### src/rtl/stream_rr_arbiter.sv
// Round-robin arbiter sharing one registered valid/ready output stream between NREQ requesters.
// Define STREAM_RR_ARBITER_STATS_EN to add the beat_total / grant_total counters.
module stream_rr_arbiter #(
    parameter int DW        = 6,
    parameter int NREQ      = 4,
    parameter int BURST_MAX = 4,
    localparam int IW       = $clog2(NREQ)
) (
    input  logic                 clk,
    input  logic                 rst,
    input  logic [NREQ*DW-1:0]   req_data,
    input  logic [NREQ-1:0]      req_valid,
    output logic [NREQ-1:0]      req_ready,
    output logic [DW-1:0]        out_data,
    output logic                 out_valid,
    input  logic                 out_ready,
    output logic [IW-1:0]        out_id
`ifdef STREAM_RR_ARBITER_STATS_EN
    ,
    output logic [15:0]          beat_total,
    output logic [15:0]          grant_total
`endif
);

    localparam int CW = $clog2(BURST_MAX + 1);
    localparam logic [CW-1:0] BURST_LAST = CW'(BURST_MAX);

    typedef enum logic {IDLE, BUSY} state_t;

    state_t          state_reg;
    logic [IW-1:0]   grant_reg;
    logic [IW-1:0]   last_grant_reg;
    logic [CW-1:0]   beat_cnt_reg;

    logic [DW-1:0]   req_data_arr [NREQ];
    logic            load;
    logic            has_room;
    logic            xfer;
    logic            any_valid;
    logic [IW-1:0]   winner_next;

    assign load     = !out_valid || out_ready;
    assign has_room = beat_cnt_reg < BURST_LAST;
    assign xfer     = req_valid[grant_reg] && req_ready[grant_reg];

    // Ready depends only on arbiter state and output space, never on the requester's own valid.
    generate
        for (genvar gi = 0; gi < NREQ; gi++) begin : g_req
            assign req_data_arr[gi] = req_data[gi*DW +: DW];
            assign req_ready[gi]    = (state_reg == BUSY) && (grant_reg == IW'(gi)) && load && has_room;
        end
    endgenerate

    // Scan from farthest to nearest so the requester closest after last_grant wins.
    always_comb begin
        int            idx;
        logic [IW-1:0] cand;
        winner_next = last_grant_reg;
        any_valid   = 1'b0;
        idx         = 0;
        cand        = '0;
        for (int k = NREQ; k >= 1; k--) begin
            idx  = (int'(last_grant_reg) + k) % NREQ;
            cand = IW'(idx);
            if (req_valid[cand]) begin
                winner_next = cand;
                any_valid   = 1'b1;
            end
        end
    end

    always_ff @(posedge clk or negedge rst) begin
        if (!rst) begin
            state_reg      <= IDLE;
            grant_reg      <= '0;
            last_grant_reg <= IW'(NREQ - 1);
            beat_cnt_reg   <= '0;
            out_data       <= '0;
            out_valid      <= 1'b0;
            out_id         <= '0;
        end else begin
            // The output register drains independently of the arbitration state.
            if (load) begin
                if (xfer) begin
                    out_data  <= req_data_arr[grant_reg];
                    out_id    <= grant_reg;
                    out_valid <= 1'b1;
                end else begin
                    out_valid <= 1'b0;
                end
            end

            case (state_reg)
                IDLE: begin
                    if (any_valid) begin
                        grant_reg      <= winner_next;
                        last_grant_reg <= winner_next;
                        beat_cnt_reg   <= '0;
                        state_reg      <= BUSY;
                    end
                end
                BUSY: begin
                    if (xfer) begin
                        beat_cnt_reg <= beat_cnt_reg + 1'b1;
                        if ((beat_cnt_reg + CW'(1)) == BURST_LAST) begin
                            state_reg <= IDLE;
                        end
                    end else if (!req_valid[grant_reg]) begin
                        state_reg <= IDLE;
                    end
                end
                default: state_reg <= IDLE;
            endcase
        end
    end

`ifdef STREAM_RR_ARBITER_STATS_EN
    always_ff @(posedge clk or negedge rst) begin
        if (!rst) begin
            beat_total  <= '0;
            grant_total <= '0;
        end else begin
            if (out_valid && out_ready) begin
                beat_total <= beat_total + 16'd1;
            end
            if ((state_reg == IDLE) && any_valid) begin
                grant_total <= grant_total + 16'd1;
            end
        end
    end
`endif

endmodule

### config.mk
export PLATFORM = sky130hd
export DESIGN_NAME = stream_rr_arbiter
export DESIGN_NICKNAME = d
export VERILOG_FILES = /design/src/rtl/stream_rr_arbiter.sv
export SDC_FILE = /design/constraint.sdc
export NUM_CORES = 1
export LEC_CHECK = 0
export CAP_MARGIN = 10
export CORE_MARGIN = 3
export CORE_UTILIZATION = 37
export CTS_BUF_LIST = sky130_fd_sc_hd__clkbuf_8 sky130_fd_sc_hd__clkbuf_16
export CTS_CLUSTER_SIZE = 16
export DETAILED_ROUTE_END_ITERATION = 16
export PLACE_DENSITY = 0.85
export SLEW_MARGIN = 20
export SYNTH_ARGS = -nofsm -noshare
export SYNTH_HDL_FRONTEND = slang
export SYNTH_SLANG_ARGS = --single-unit
### constraint.sdc
create_clock -name clk -period 1.8 [get_ports clk]
set_input_delay 0.27 -clock clk [delete_from_list [all_inputs] [get_ports clk]]
set_output_delay 0.27 -clock clk [all_outputs]
set_load 0.05 [all_outputs]
==> flow_summary.ini <==
[status]
outcome = complete, no violations

[final_layout]
fill_cells = 209
n_antenna_cell = 0
drive_gt1_frac = 0.3139
syn2layout_area_growth_pct = 64.14
largest_reg_flops = 6
final_common_cell = clkdlybuf4s50_1
final_nets = 171
final_cell_mix = clkdlybuf4s50_1, dfrtp_1, buf_4
final_util = 0.6448

[sta]
skew_ps = 2.229
layout_min_cycle_time_ps = 1747
tightest_slew_ps = 501.0
finalMaxSlewViolations = 0
setup_viol = 0
final_hold_viol_count = 0
fmax_mhz = 572.5
finalSetupTns_ps = 0
rsz0062_at_grt = false
slew_headroom = 0.6650
period_share = 0.9704

[yosys]
ys_seq_elements = 17
synthTopCellsByArea = dfrtp_1, mux4_2, mux2_4
ys_seq_area_frac = 0.4318
yosysWarningCount = 0
synth_area_um2 = 991.0
synth_top_cell_by_area = dfrtp_1
synth_top_area_frac = 0.3788
yosysUniqueCellTypes = 29
syn_inst = 83
synth_fp_nets = 116
syn_avg_cell_area_um2 = 11.94

[route]
vias = 880
drt_iter0_drc = 18
drtAntennaViolNets = 0
vias_per_cell = 5.269
routed_wl_mm = 2.465
drt_first_pass_iters = 4
post_drt_wl_per_cell_um = 14.76
drc = 0

[power_and_ir_drop]
power_density_nw_per_um2 = 1863
leakage_nw = 0.6859
totalPowerFinal_mw = 3.031
peakVddDrop_uv = 1388

[critical_path]
cp-start-kind = register
cpPeakStageDelay_ps = 820
worstPathArrival_ps = 1480
worstPathBufferInverterCount = 1
worst-endpoint-required_ps = 1530
crit_chain = clkdlybuf4s50_1
crit_fanout = 2
end_kind = primary output
slowest_stage = clkdlybuf4s50_1
crit_family = buffers and inverters
crit_type = register to primary output

[floorplan]
coreArea_um2 = 2522
start_util = 0.3929
chipWidth_um = 57.75
top_level_ports = 44
row_count = 18
die_h_um = 57.75
die-area_um2 = 3335

[clock_network]
htree_levels = 1
cts_tree = yes
clk_latency_ps = 250
cts_hold_buf = 0
numCtsBuffers = 3
cts_sinks = 17
cts_root_buf = clkbuf_8
clockBufferDepth = 2
clk_pin_slew_ps = 60
cts_setup_buffers = 0

[grt]
grt_pass1_wl_mm = 4.043
gr-usage-all-layers = 0.1585
grt_max_degree = 13
antenna_found_initial = 0
grt_overflow_total = 0
grt_pass1_vias = 944

[placed_design]
port_buffers = 43
dp_hpwl_mm = 1.985
gp_congestion = 0.8383

[worst_hold_path]
hold_path.class = primary input to async pin

[flow_run]
cap_viol_max_count = 0
metal layers:
metal / part of all wire / track usage / up-vias
li1: - / - / 421
met1: 0.40 / 0.1862 / 419
met2: 0.52 / 0.2710 / 33
met3: 0.058 / 0.04232 / 7
met4: 0.021 / 0.06954 / 0
met5: 0 / 0 / -
final cells by class:
| class | instances | area, um^2 | share of cell area |
|---|---|---|---|
| inverters | 6 | 22.52 | 0.01385 |
| clock inverters | 1 | 5.005 | 0.003077 |
| repair buffers | 53 | 545.5 | 0.3354 |
| flip-flops and latches | 17 | 427.9 | 0.2631 |
| multi-input cells | 57 | 546.8 | 0.3362 |
| well taps | 30 | 37.54 | 0.02308 |
| clock buffers | 3 | 41.29 | 0.02538 |
cells by family after synthesis:
logic type      count (synthesis)  share of synthesized area
simple gates                   22                     0.1263
compound gates                 18                     0.1099
flops                          17                     0.4318
mux                            15                     0.2651
buf+inv                         9                    0.04167
fa+ha+maj                       2                    0.02525
power breakdown:
group          leakage, nW  total [mW]  switching, mW  internal, mW
Sequential           0.202       0.762          0.163         0.600
Clock               0.0255       0.280          0.126         0.154
Combinational        0.458        1.99           1.05         0.938
Total                0.686        3.03           1.34          1.69
cell usage after synthesis, drive strengths merged:
master,instances
dfrtp,15
mux2,8
mux4,7
o21ai,7
inv,6
nand2,6
a21oi,4
nand3,4
nor2,3
and3,2
clkbuf,2
dfstp,2
ha,2
a21boi,1
a31o,1
a31oi,1
buf,1
nand2b,1
nand4,1
nor2b,1
nor3,1
nor3b,1
nor4,1
o2111ai,1
o21a,1
o22ai,1
o32ai,1
or2,1
path summary, 6_finish.rpt:
path | from | to | slack [ps] | cells past startpoint
min in group clk | out_data[0]$_DFFE_PN0P_ | out_data[0]$_DFFE_PN0P_ | 500 | 1
min reg2reg | out_data[0]$_DFFE_PN0P_ | out_data[0]$_DFFE_PN0P_ | 500 | 1
min | rst | grant_reg[1]$_DFFE_PN0P_ | 310 | 1
max in group asynchronous | rst | out_data[2]$_DFFE_PN0P_ | 1020 | 2
max | out_valid$_DFFE_PN0N_ | out_valid | 50 | 1
max reg2reg | grant_reg[1]$_DFFE_PN0P_ | out_data[1]$_DFFE_PN0P_ | 180 | 3
repair_timing:
action	in CTS	in global routing
gates resized for setup	0	2
hold endpoints to repair	0	0
endpoints found under the setup margin	0	3
worst register-to-register path, stage by stage (launching register included):
cell and delay (ps):
dfrtp_1 380, mux4_2 560, nand4_4 210, mux2_2 360
stage by stage:
step / instances / worst slack [ps] / hold WS [ps] / cell area [um^2]
global route: 167 / 1.157 / 321.5 / 1627
detailed placement: 163 / -109.2 / 494.6 / 1568
CTS: 167 / 25.14 / 319.4 / 1614
finish: 167 / 53.32 / 313.8 / 1627
floorplan: 83 / -97.75 / -25.59 / 1003
global placement: 163 / -73.75 / 482.3 / 1568
No activity file was read; power rests on OpenSTA's default activity.
